### src/rtl/key_debounce_repeat_if.sv
// key_debounce_repeat_if
//   Bundles the tick enable, raw key, repeat enable and the conditioned
//   key outputs of key_debounce_repeat.
//   master : drives ce, key_raw, repeat_en; observes the outputs
//   slave  : the conditioner itself
//
//   ce         tick enable; all timing is counted in ce-qualified clk edges
//   key_raw    raw asynchronous key, 1 = pressed
//   repeat_en  1 = auto-repeat allowed (sampled on ce)
//   key_level  debounced key level
//   trigger    high for exactly one ce period per press/repeat event
//   strobe     one-clk pulse on the clk edge where trigger rises
//   repeating  high while repeat pulses are being generated
interface key_debounce_repeat_if;
    logic ce;
    logic key_raw;
    logic repeat_en;
    logic key_level;
    logic trigger;
    logic strobe;
    logic repeating;

    modport master (
        output ce, key_raw, repeat_en,
        input  key_level, trigger, strobe, repeating
    );

    modport slave (
        input  ce, key_raw, repeat_en,
        output key_level, trigger, strobe, repeating
    );
endinterface

### src/rtl/key_debounce_repeat.sv
// key_debounce_repeat
//   Key conditioner for OSD/menu keys: synchronises and debounces a raw key,
//   emits a one-ce-period trigger on press, and after DELAY ce ticks emits
//   typematic repeat triggers every RATE ce ticks while the key is held.
//
//   Ports
//     clk    system clock
//     reset  asynchronous, active-high reset
//     bus    key_debounce_repeat_if.slave
//              ce, key_raw, repeat_en          (in)
//              key_level, trigger, strobe,
//              repeating                       (out)
//
//   Parameters
//     DEBOUNCE  ce ticks of changed input needed to accept a new level (>=1)
//     DELAY     ce ticks from press pulse to first repeat pulse (>=2)
//     RATE      ce ticks between repeat pulses (>=2)
//     CNT_W     delay/rate counter width; DELAY-1 and RATE-1 must fit
module key_debounce_repeat #(
    parameter int DEBOUNCE = 8,
    parameter int DELAY    = 250,
    parameter int RATE     = 50,
    parameter int CNT_W    = 16
) (
    input  logic                  clk,
    input  logic                  reset,
    key_debounce_repeat_if.slave  bus
);

    localparam int DB_W = (DEBOUNCE > 1) ? $clog2(DEBOUNCE) : 1;

    localparam logic [DB_W-1:0]  DB_LAST    = DB_W'(DEBOUNCE - 1);
    localparam logic [CNT_W-1:0] DELAY_LOAD = CNT_W'(DELAY - 1);
    localparam logic [CNT_W-1:0] RATE_LOAD  = CNT_W'(RATE - 1);

    localparam logic [1:0] ST_IDLE     = 2'd0;
    localparam logic [1:0] ST_DELAYING = 2'd1;
    localparam logic [1:0] ST_REPEAT   = 2'd2;

    // Counter step that holds at zero instead of wrapping.
    function automatic logic [CNT_W-1:0] sat_dec(input logic [CNT_W-1:0] v);
        return (v == '0) ? '0 : v - CNT_W'(1);
    endfunction

    logic             ks_meta;
    logic             ks;
    logic [DB_W-1:0]  db_cnt;
    logic [DB_W-1:0]  db_cnt_nxt;
    logic             key_level;
    logic             level_nxt;
    logic [1:0]       state;
    logic [1:0]       state_nxt;
    logic [CNT_W-1:0] counter;
    logic [CNT_W-1:0] counter_nxt;
    logic             trigger;
    logic             trig_nxt;
    logic             strobe;
    logic             strobe_nxt;
    logic             repeating;
    logic             rise;
    logic             fall;

    // Debounce: a new level is accepted only after DEBOUNCE consecutive ce
    // ticks disagreeing with the current level; any agreeing tick restarts.
    always_comb begin
        level_nxt  = key_level;
        db_cnt_nxt = db_cnt;
        if (bus.ce) begin
            if (ks == key_level) begin
                db_cnt_nxt = '0;
            end else if (db_cnt == DB_LAST) begin
                level_nxt  = ks;
                db_cnt_nxt = '0;
            end else begin
                db_cnt_nxt = db_cnt + DB_W'(1);
            end
        end
    end

    // Edges are taken from the level that is being registered this tick so
    // the press pulse lands on the same ce edge as key_level.
    assign rise = level_nxt & ~key_level;
    assign fall = ~level_nxt & key_level;

    always_comb begin
        state_nxt   = state;
        counter_nxt = counter;
        trig_nxt    = trigger;
        if (bus.ce) begin
            trig_nxt = 1'b0;
            unique case (state)
                ST_IDLE: begin
                    if (rise) begin
                        trig_nxt    = 1'b1;
                        counter_nxt = DELAY_LOAD;
                        state_nxt   = ST_DELAYING;
                    end
                end
                ST_DELAYING: begin
                    if (fall) begin
                        state_nxt = ST_IDLE;
                    end else if (counter != '0) begin
                        counter_nxt = sat_dec(counter);
                    end else if (bus.repeat_en) begin
                        trig_nxt    = 1'b1;
                        counter_nxt = RATE_LOAD;
                        state_nxt   = ST_REPEAT;
                    end
                    // counter==0 with repeat_en low: park here until enabled
                end
                ST_REPEAT: begin
                    if (fall) begin
                        state_nxt = ST_IDLE;
                    end else if (!bus.repeat_en) begin
                        // Park expired in DELAYING so re-enabling fires at once.
                        counter_nxt = '0;
                        state_nxt   = ST_DELAYING;
                    end else if (counter != '0) begin
                        counter_nxt = sat_dec(counter);
                    end else begin
                        trig_nxt    = 1'b1;
                        counter_nxt = RATE_LOAD;
                    end
                end
                default: begin
                    state_nxt   = ST_IDLE;
                    counter_nxt = '0;
                end
            endcase
        end
    end

    assign strobe_nxt = bus.ce & trig_nxt & ~trigger;

    // Synchroniser runs every clk; everything after it advances only on ce.
    always_ff @(posedge clk or posedge reset) begin
        if (reset) begin
            ks_meta   <= 1'b0;
            ks        <= 1'b0;
            db_cnt    <= '0;
            key_level <= 1'b0;
            state     <= ST_IDLE;
            counter   <= '0;
            trigger   <= 1'b0;
            strobe    <= 1'b0;
            repeating <= 1'b0;
        end else begin
            ks_meta   <= bus.key_raw;
            ks        <= ks_meta;
            db_cnt    <= db_cnt_nxt;
            key_level <= level_nxt;
            state     <= state_nxt;
            counter   <= counter_nxt;
            trigger   <= trig_nxt;
            strobe    <= strobe_nxt;
            repeating <= (state_nxt == ST_REPEAT);
        end
    end

    assign bus.key_level = key_level;
    assign bus.trigger   = trigger;
    assign bus.strobe    = strobe;
    assign bus.repeating = repeating;

endmodule

### src/flat_wrapper.sv
// flat-port wrapper written by rule: the top's interface ports become plain ports
module key_debounce_repeat_flat 
#(
    parameter int DEBOUNCE = 8,
    parameter int DELAY    = 250,
    parameter int RATE     = 50,
    parameter int CNT_W    = 16
)
  (clk, reset, bus_ce, bus_key_raw, bus_repeat_en, bus_key_level, bus_trigger, bus_strobe, bus_repeating);
  key_debounce_repeat_if bus_i ();
  input  logic clk;
  input  logic reset;
  input wire logic [$bits(bus_i.ce)-1:0] bus_ce;
  input wire logic [$bits(bus_i.key_raw)-1:0] bus_key_raw;
  input wire logic [$bits(bus_i.repeat_en)-1:0] bus_repeat_en;
  output wire logic [$bits(bus_i.key_level)-1:0] bus_key_level;
  output wire logic [$bits(bus_i.trigger)-1:0] bus_trigger;
  output wire logic [$bits(bus_i.strobe)-1:0] bus_strobe;
  output wire logic [$bits(bus_i.repeating)-1:0] bus_repeating;
  assign bus_i.ce = bus_ce;
  assign bus_i.key_raw = bus_key_raw;
  assign bus_i.repeat_en = bus_repeat_en;
  assign bus_key_level = bus_i.key_level;
  assign bus_trigger = bus_i.trigger;
  assign bus_strobe = bus_i.strobe;
  assign bus_repeating = bus_i.repeating;
  key_debounce_repeat #(.DEBOUNCE(DEBOUNCE), .DELAY(DELAY), .RATE(RATE), .CNT_W(CNT_W)) u_core (.clk(clk), .reset(reset), .bus(bus_i));
endmodule
### config.mk
export PLATFORM = sky130hd
export DESIGN_NAME = key_debounce_repeat_flat
export DESIGN_NICKNAME = d
export VERILOG_FILES = /design/src/rtl/key_debounce_repeat_if.sv /design/src/rtl/key_debounce_repeat.sv /design/src/flat_wrapper.sv
export SDC_FILE = /design/constraint.sdc
export NUM_CORES = 1
export LEC_CHECK = 0
export ABC_CLOCK_PERIOD_IN_PS = 2300
export CAP_MARGIN = 5
export CORE_ASPECT_RATIO = 1.4
export CORE_MARGIN = 5
export CORE_UTILIZATION = 47
export CTS_BUF_LIST = sky130_fd_sc_hd__clkbuf_8 sky130_fd_sc_hd__clkbuf_16
export CTS_CLUSTER_DIAMETER = 80
export DETAILED_ROUTE_END_ITERATION = 12
export DONT_BUFFER_PORTS = 1
export GPL_ROUTABILITY_DRIVEN = 0
export PLACE_DENSITY = 0.74
export SKIP_LAST_GASP = 1
export SYNTH_ARGS = -nofsm -noshare
export SYNTH_HDL_FRONTEND = slang
export SYNTH_SLANG_ARGS = --single-unit
### constraint.sdc
create_clock -name clk -period 2.3 [get_ports clk]
set_input_delay 0.115 -clock clk [delete_from_list [all_inputs] [get_ports clk]]
set_output_delay 0.115 -clock clk [all_outputs]
set_load 0.01 [all_outputs]
== Yosys cells after proc, flatten, opt, wreduce, memory -nomap -nowiden ==
Cells that the tools add are included.

* Reduce and logical (&&, ||, !) cells: 4
* Equality and inequality tests: 9
* Bitwise gates (word level): 7
* Multiplexer cells: 31
* Add/subtract/negate cells: 2

{| class="wikitable"
|+ Operator list
! operator !! count
|-
| 16-bit 2-to-1 mux || 8
|-
| 16-bit one-hot mux with 3 select lines || 1
|-
| 16-bit zero test || 1
|-
| 16-bit nonzero test || 1
|-
| 16-bit by 1-bit subtractor with 16-bit output, second input constant || 1
|-
| 2-bit 2-to-1 mux || 7
|-
| 1-bit 2-to-1 mux || 11
|-
| 3-bit 2-to-1 mux || 2
|-
| 2-bit one-hot mux with 3 select lines || 1
|-
| 5-bit AND reduction || 1
|-
| 1-bit AND || 4
|-
| 2-bit == test, second input constant || 2
|-
| 2-bit inequality test, second input constant || 2
|-
| 3-bit by 1-bit adder with 3-bit output, second input constant || 1
|-
| 3-bit == test, second input constant || 1
|-
| 3-bit by 2-bit inequality test with 1-bit output, second input constant || 1
|-
| 1-bit inverter || 3
|-
| 1-bit one-hot mux with 3 select lines || 1
|-
| 2-bit by 1-bit == test with 1-bit output, second input constant || 1
|-
| 2-bit zero test || 1
|-
| 2-bit by 1-bit inequality test with 1-bit output, second input constant || 1
|-
| 1-bit == test || 1
|}

* Flip-flop bits (word level): 27
* Output and inout port bits: 4
* Input bits: 5

== Depth between registers and ports, before layout ==
Gate-level depths: netlist of run 1.

* Depth after elaboration: 11
* Gate-level depth with buffers: 8
* Gate-level depth less buffers: 7

== Worst setup path before layout of run 1 ==
Ideal clock, no wire load.

* Kind: register to register
* From: register u_core.counter[0]
* To: register u_core.counter[3]
* Path slack: -0.014 ns
* Arrival time: 2.188 ns
* Setup time: 0.126 ns
* Data required time: 2.174 ns
* Cell stages (with the launch flop): 9
* Cells stage by stage: dfrtp_1 inv_1 ha_1 or4b_4 nor4_4 or2_1 buf_4 nor2_1 a221o_1

* Word-level cells in the longest chain between the ends: 6

{| class="wikitable"
|+ RTL lines
! item !! RTL line !! text
|-
| start: declaration || key_debounce_repeat.sv:53 || <nowiki>logic [CNT_W-1:0] counter;</nowiki>
|-
| start signal: assignment || key_debounce_repeat.sv:153 || <nowiki>counter <= counter_nxt;</nowiki>
|-
| 16-bit by 1-bit subtractor with 16-bit output or 16-bit zero test (tied branches) || key_debounce_repeat.sv:42 || <nowiki>return (v == '0) ? '0 : v - CNT_W'(1);</nowiki>
|-
| 16-bit 2-to-1 mux || key_debounce_repeat.sv:42 ||
|-
| 16-bit 2-to-1 mux || key_debounce_repeat.sv:118 || <nowiki>end else if (counter != '0) begin</nowiki>
|-
| 16-bit 2-to-1 mux || key_debounce_repeat.sv:114 || <nowiki>end else if (!bus.repeat_en) begin</nowiki>
|-
| 16-bit 2-to-1 mux || key_debounce_repeat.sv:112 || <nowiki>if (fall) begin</nowiki>
|-
| 16-bit one-hot mux with 3 select lines || key_debounce_repeat.sv:91 || <nowiki>unique case (state)</nowiki>
|}

Several ways; a longest one is shown, not always the timed one. The select of a mux whose other input is x is not followed.
A chain may end at the register's enable or synchronous reset.

== Worst setup path after layout of run 1 ==
* From: register u_core.db_cnt[0]
* To: register u_core.counter[3]

* Word-level cells in the longest chain between the ends: 8

{| class="wikitable"
|+ RTL lines
! item !! RTL line !! text
|-
| start: declaration || key_debounce_repeat.sv:47 || <nowiki>logic [DB_W-1:0] db_cnt;</nowiki>
|-
| start signal: assignment || key_debounce_repeat.sv:150 || <nowiki>db_cnt <= db_cnt_nxt;</nowiki>
|-
| 3-bit == test * || key_debounce_repeat.sv:71 || <nowiki>end else if (db_cnt == DB_LAST) begin</nowiki>
|-
| 1-bit 2-to-1 mux * || key_debounce_repeat.sv:71 ||
|-
| 1-bit 2-to-1 mux * || key_debounce_repeat.sv:69 || <nowiki>if (ks == key_level) begin</nowiki>
|-
| 1-bit 2-to-1 mux * || key_debounce_repeat.sv:68 || <nowiki>if (bus.ce) begin</nowiki>
|-
| 1-bit inverter || key_debounce_repeat.sv:83 || <nowiki>assign fall = ~level_nxt & key_level;</nowiki>
|-
| 1-bit AND || key_debounce_repeat.sv:83 ||
|-
| 2-bit inequality test (no line) || n/a ||
|-
| 5-bit AND reduction (no line) * || n/a ||
|}

Every way passes the cells marked *; elsewhere a longest branch is shown, timed or not.

==> results by group, run 1 <==
Status
  – Status: finished clean

STA
  – Final Max Tran Viols: 0
  – Tcrit/Tclk final: 0.954
  – Rel. slew slack: 0.656
  – Slew @ Worst Pin: 512 ps
  – Fin. Hold Viols: 0
  – Tmin final: 2190 ps
  – FMAX: 0.456 GHz
  – Max Clock Skew: 2.09 ps
  – Setup-failing EPs final: 0

Setup path
  – R2R Path End: u_core.counter[3]
  – Delay of the slowest cell on the worst path: 410 ps
  – Required time worst endpoint: 2460 ps
  – CP bufs+invs: 0
  – Crit-path slowest cell: dfrtp_1
  – Reg2reg path depth: 7
  – CP max FO: 7
  – CP Capture Point: u_core.counter[3]
  – Instance count on the critical path: 7
  – Crit end category: flip-flop
  – Cell family with the largest share of critical-path delay: compound AO/OA/AOI/OAI gates
  – Worst setup path class: flip-flop to flip-flop
  – Reg2reg setup slack: 110 ps
  – CP cell instances: ha_1 -> ha_2 -> a211o_1 -> and2_1 -> o21ai_1 -> nor2_1 -> a221o_1
  – CP Launch Type: flip-flop
  – Crit path launch: u_core.db_cnt[0]
  – Worst Path Arrival: 2350 ps
  – FF-to-FF Start: u_core.db_cnt[0]

Routing
  – DRC: 0
  – Total Wirelength: 3.69 mm
  – Drt first pass iters: 4
  – DR vias: 1463
  – Initial drt markers: 43
  – Vias per std cell: 6.42
  – Detail Route Antenna Nets: 0
  – Wire length per cell: 16.2 um

Synth
  – Number of library cell types mapped by synthesis: 44
  – Syn avg cell area: 9.22 um2
  – Post-synth EDFFs: 0
  – Synthesized Nets: 184
  – Gate Count Post-Synth: 175
  – Simple-Gate Fraction of Synth Area: 0.280
  – Largest family of logic cells by synthesized area: simple AND/OR/NAND/NOR gates
  – Adder-cell share of the synthesized area: 0.0310
  – Post-synthesis cell area: 1610 um2
  – Yosys top cell area share: 0.419
  – Compound-cell area share of the yosys netlist: 0.216
  – Post-Synth XOR/XNOR Area: 0.00543
  – Post-synth ARST share: 1.00
  – Synth top cells by count: 27 x dfrtp_1, 14 x nor2_1, 12 x a21oi_1
  – Most numerous cell in the Yosys netlist: dfrtp_1
  – Sequential fraction of the synthesis area: 0.419
  – Mux share of post-synthesis cell area: 0.0140
  – Largest area contributor in the netlist: dfrtp_1
  – Top FF cell, synth: dfrtp_1
  – Synthesized flop and latch total: 27
  – Synth area leaders: dfrtp_1 42%, a21oi_1 3.7%, or4_1 3.7%, nor2_1 3.3%, ha_1 3.1%
  – Yosys warnings: 0

Floorplanning
  – Full die area: 4720 um2
  – Effective utilization at floorplan: 0.482
  – Core area: 3350 um2
  – Row cnt: 25
  – Die height: 79.3 um
  – Top Ports: 9
  – Die width: 59.5 um

Finish
  – Antenna Cells: 0
  – Fillers: 278
  – Layout Nets: 198
  – Share of layout cells above drive strength 1: 0.165
  – Layout area overhead: 13.1%
  – Post-route cell area: 1820 um2
  – Final Instance Count excl. Fillers: 228

Pwr
  – VDD IR-drop max: 512 uV
  – Pwr per Cell Area: 958 nW/um2
  – Leak Pwr: 0.000772 uW
  – Design Power: 1750 uW

Clocking
  – Clock Pin Slew Worst Setup and Hold Paths: 90 ps
  – # clock sinks: 27
  – CTS root buf: clkbuf_8
  – Clock tree buffer depth: 2
  – TritonCTS clock tree: done
  – Skew-Pair Late Insertion Delay: 270 ps
  – TritonCTS Buffers: 3
  – # H-tree levels: 1

GRT
  – GRT Util Overall: 0.167
  – Antenna violations before repair: 0
  – First-pass GRT wire length: 6.28 mm
  – Vias in the first global route: 1454
  – Largest net degree at the start of global routing: 28
  – GRT overflow: 0

Hold path
  – Hold crit path type: input pin to flip-flop

Place
  – Post-place instance area: 1710 um2
  – Dpl cells: 218
  – Port bufs: 0
  – Detail Placement HPWL: 2.73 mm

Run
  – Max_cap viols: 0
registers in the layout, indices dropped and copies added, names as in the netlist:
signal and cells:
u_core.bus.trigger 1, u_core.bus.strobe 1, u_core.ks_meta 1, u_core.counter 16, u_core.state 2, u_core.db_cnt 3, u_core.bus.repeating 1, u_core.bus.key_level 1
u_core.ks 1
layer usage:
layer  vias to the layer above  routed length, um  global-route usage  part of all wire
li1                        699                  -                   -                 -
met1                       714               1510               0.195              0.41
met2                        46               1970               0.298              0.53
met3                         4                167              0.0309             0.045
met4                         0                 40              0.0599             0.011
met5                         -                  0                   0                 0
metrics by stage:
step | hold slack [ps] | worst slack [ps] | TNS (ps) | utilization
after global routing | 33.1 | -0.640 | -0.640 | 0.545
after CTS | 17.7 | 7.66 | 0 | 0.537
final | 19.5 | 106 | 0 | 0.545
after detailed placement | 94.0 | -79.6 | -411 | 0.510
after floorplan | 146 | 6.44 | 0 | -
after global placement | 84.3 | -23.4 | -33.7 | 0.510
layout make-up:
| cell class | count | area [um2] | area share |
|---|---|---|---|
| Timing Repair Buffer | 15 | 120 | 0.0658 |
| Sequential cell | 27 | 676 | 0.370 |
| Tap cell | 40 | 50.0 | 0.0274 |
| Clock buffer | 3 | 41.3 | 0.0226 |
| Clock inverter | 1 | 3.75 | 0.00206 |
| Multi-Input combinational cell | 135 | 907 | 0.497 |
| Inverter | 7 | 26.3 | 0.0144 |
timing repair:
item                                    4_1_cts  5_1_grt
pin swaps                                     1        4
cloned                                        0        1
hold endpoints to repair                     32        0
endpoints found under the setup margin       10       12
hold buffers                                  3        0
resized for setup                             4        4
setup buffers                                 1        1
how the worst min path moves through the flow:
stage | start | slack [ps] | cells after the start | end
after floorplan | bus_key_raw | 150 | 0 | u_core.ks_meta
after global placement | reset | 80 | 2 | u_core.counter[3]
after detailed placement | reset | 90 | 2 | u_core.counter[1]
after CTS | bus_repeat_en | 20 | 2 | u_core.state[1]
after global routing | bus_repeat_en | 30 | 2 | u_core.state[1]
final | bus_repeat_en | 20 | 2 | u_core.state[1]
cells in the final DEF (no fill, tap or decap), types with 2 or more instances in the layout:
cell type | synthesis | routed
a211o_1 | 2 | 2
a21o_1 | 2 | 2
a21oi_1 | 12 | 10
a21oi_2 | 0 | 2
a221o_1 | 3 | 3
buf_4 | 1 | 12
clkbuf_8 | 0 | 3
dfrtp_1 | 27 | 27
dlygate4sd3_1 | 0 | 3
ha_1 | 4 | 3
inv_1 | 7 | 7
mux2_2 | 2 | 2
nand2_1 | 11 | 10
nand2b_1 | 3 | 3
nand3_1 | 5 | 5
nand4_1 | 3 | 3
nor2_1 | 14 | 14
nor2b_1 | 5 | 5
nor3_1 | 3 | 3
nor3b_1 | 2 | 2
nor4_1 | 3 | 3
o211ai_1 | 6 | 6
o21ai_0 | 10 | 9
o2bb2ai_1 | 3 | 3
o31ai_1 | 5 | 5
or2_2 | 3 | 4
or3_1 | 5 | 5
or4_1 | 8 | 8
kinds of logic (layout without fill, tap and decap cells):
family / Yosys count / after routing
fa+ha+maj: 4 / 4
mux: 2 / 2
flops: 27 / 27
compound gates: 51 / 51
simple gates: 76 / 77
xor+xnor: 1 / 1
buf+inv: 14 / 26
worst reg2reg max path, stage by stage (launching register included):
cell and delay (ps):
dfrtp_1 410, ha_1 210, ha_2 200, a211o_1 320
and2_1 190, o21ai_1 270, nor2_1 120, a221o_1 370
report_power, final:
| group | leakage (uW) | switching [uW] | internal (uW) | total, uW |
|---|---|---|---|---|
| logic | 0.000401 | 349 | 332 | 681 |
| clock network | 0.0000269 | 144 | 119 | 263 |
| registers | 0.000344 | 181 | 623 | 804 |
No activity file was read; power rests on OpenSTA's default activity.
==> run 2, diff against run 1 <==
Settings changed: ABC_CLOCK_PERIOD_IN_PS 2300 to 1970, PLACE_DENSITY 0.74 to 0.62, SLEW_MARGIN set to 40.
Clock period 2.3 ns to 1.97 ns, I/O delays scaled along.
==> run 2 against run 1 <==
  * Setup slack got worse by 260 ps
  * Cell area is 26% higher
  * Via count increased by 15%
  * Largest power group is now combinational cells
  * Core utilization up 14 points
  * Highest routed layer unchanged
  * Critical path depth unchanged
  * Critical path type unchanged
  * Routed wire length up 30%
  * First-iteration DRC count grew 4.7%
  * Maximum frequency rose by 3.2%
  * Critical endpoint unchanged
  * The flow now finishes with violations (setup timing)
  * Final cell count rose by 18%
==> results by group, run 2 (same netlist as run 1, synthesis figures left out) <==
Finish
  – Antenna Cells: 0 (unchanged)
  – Top reg by flops: u_core.counter
  – Most common cell after layout, fill and taps aside: buf_4
  – Max reg flops: 16 (unchanged)
  – Layout area overhead: 42.8%
  – Most frequent cells in the layout: 48 x buf_4, 27 x dfrtp_1, 14 x nor2_1
  – Share of layout cells above drive strength 1: 0.417 (+0.252)
  – Registers with the most flip-flops: u_core.counter (16), u_core.db_cnt (3), u_core.state (2)
  – Layout Nets: 240 (+21%)

Pwr
  – Pwr per Cell Area: 1080 nW/um2 (+13%)
  – Design Power: 2500 uW (+43%)
  – VDD IR-drop max: 667 uV (+30%)
  – Leak Pwr: 0.00101 uW (+31%)

Clocking
  – TritonCTS Buffers: 3 (unchanged)
  – Clock Pin Slew Worst Setup and Hold Paths: 90 ps (about the same)
  – # clock sinks: 27 (unchanged)
  – CTS root buf: clkbuf_8
  – TritonCTS clock tree: done
  – Skew-Pair Late Insertion Delay: 270 ps (about the same)
  – Clock tree buffer depth: 2 (unchanged)
  – # H-tree levels: 1 (unchanged)

Floorplanning
  – Row cnt: 25 (unchanged)
  – Effective utilization at floorplan: 0.482 (unchanged)
  – Die height: 79.3 um (unchanged)
  – Core area: 3350 um2 (unchanged)
  – Die width: 59.5 um (unchanged)
  – Full die area: 4720 um2 (unchanged)
  – Top Ports: 9 (unchanged)

Routing
  – Vias per std cell: 6.23 (-2.9%)
  – Initial drt markers: 45 (+4.7%)
  – Total Wirelength: 4.81 mm (+30%)
  – DRC: 0 (unchanged)
  – Drt first pass iters: 4 (unchanged)
  – Detail Route Antenna Nets: 0 (unchanged)
  – Wire length per cell: 17.8 um (+10%)
  – DR vias: 1683 (+15%)

Setup path
  – Worst setup path class: flip-flop to flip-flop
  – CP cell instances: inv_2 -> ha_4 -> or4b_4 -> nor4_4 -> or2_4 -> nor2_1 -> a221o_1
  – CP Launch Type: flip-flop
  – CP bufs+invs: 1 (+1)
  – Worst Path Arrival: 2290 ps (-60 ps)
  – Crit end category: flip-flop
  – Required time worst endpoint: 2130 ps (-330 ps)
  – CP max FO: 5 (-2)
  – Crit-path slowest cell: or4b_4
  – Delay of the slowest cell on the worst path: 480 ps (+70 ps)
  – Reg2reg path depth: 7 (unchanged)
  – Instance count on the critical path: 7 (unchanged)
  – Cell family with the largest share of critical-path delay: simple AND/OR/NAND/NOR gates

GRT
  – First-pass GRT wire length: 8.10 mm (+29%)
  – GRT Util Overall: 0.226 (+0.0583)
  – Antenna violations before repair: 0 (unchanged)
  – GRT overflow: 0 (unchanged)
  – Largest net degree at the start of global routing: 28 (unchanged)
  – Vias in the first global route: 1819 (+25%)

STA
  – Rel. slew slack: 0.633 (-0.0228)
  – Slew @ Worst Pin: 546 ps (+33.9 ps)
  – Unrepaired setup endpoints after global routing: yes
  – Final Max Tran Viols: 0 (unchanged)
  – Fin. Hold Viols: 0 (unchanged)
  – Tmin final: 2130 ps (-67.8 ps)
  – Max Clock Skew: 3.80 ps (+1.72 ps)
  – Setup_tns: -2400 ps (-2400 ps)
  – Final worst-path setup slack: -156 ps (-262 ps)
  – FMAX: 0.470 GHz (+3.2%)
  – Tcrit/Tclk final: 1.08 (+0.125)
  – Setup-failing EPs final: 21 (+21)
  – Final hold slack: 31.7 ps (+12.2 ps)

Hold path
  – Hold crit path type: input pin to flip-flop
  – Worst hold path cell count: 2 (unchanged)

Run
  – Max_cap viols: 0 (unchanged)

Place
  – Port bufs: 0 (unchanged)
  – Detail Placement HPWL: 3.34 mm (+23%)

Status
  – Violated checks: setup timing
  – Status: finished, violations left
[run 2: routing by layer]
metal	vias to the layer above	routed length, um	GRT usage
li1	776	-	-
met3	30	154	0.0341
met1	816	1700	0.225
met2	61	2640	0.411
met5	-	0	0
met4	0	309	0.151
[run 2: worst paths after layout]
check,from,to,slack [ps]
max,u_core.counter[1],u_core.counter[3],-160
min,bus_ce,u_core.db_cnt[1],30
max reg2reg,u_core.counter[1],u_core.counter[3],-160
min reg2reg,u_core.ks_meta,u_core.ks,390
max in group asynchronous,reset,u_core.bus.repeating,1370
min in group asynchronous,reset,u_core.db_cnt[0],330
[run 2: metrics by stage]
step / worst slack [ps] / cell area (um2) / cells / util
after floorplan: -309 / 1620 / 175 / -
after global placement: -232 / 1960 / 252 / 0.587
after detailed placement: -366 / 1960 / 252 / 0.587
after CTS: -162 / 2190 / 268 / 0.655
after global routing: -245 / 2300 / 270 / 0.688
final: -156 / 2300 / 270 / 0.688
[run 2: worst reg2reg max path, delay by kind of cell, from the launching register on]
family                   cells  cell delay (ps)
AO/OA/AOI/OAI                1              320
adder cells (fa/ha/maj)      1              120
flip-flops                   1              410
buffers and inverters        1               80
AND/OR/NAND/NOR              4             1100
[run 2: layout make-up]
type | instances | area [um2]
flip-flops and latches | 27 | 676
clock buffers | 3 | 41.3
clock inverters | 1 | 3.75
repair buffers | 57 | 458
inverters | 7 | 26.3
well taps | 40 | 50.0
multi-input cells | 135 | 1050
fillers | 264 | 1040
[run 2: power breakdown]
group	internal (uW)	leakage, uW	switching [uW]
sequential	728	0.000344	130
combinational	671	0.000642	657
clock	140	0.0000269	173
[run 2: repair_timing]
action	4_1_cts	5_1_grt
pin swaps	12	15
setup endpoints to repair	16	21
endpoints found under the hold margin	32	0
setup buffers	7	2
gates resized for setup	27	21
hold buffers	3	0
gates cloned	2	0
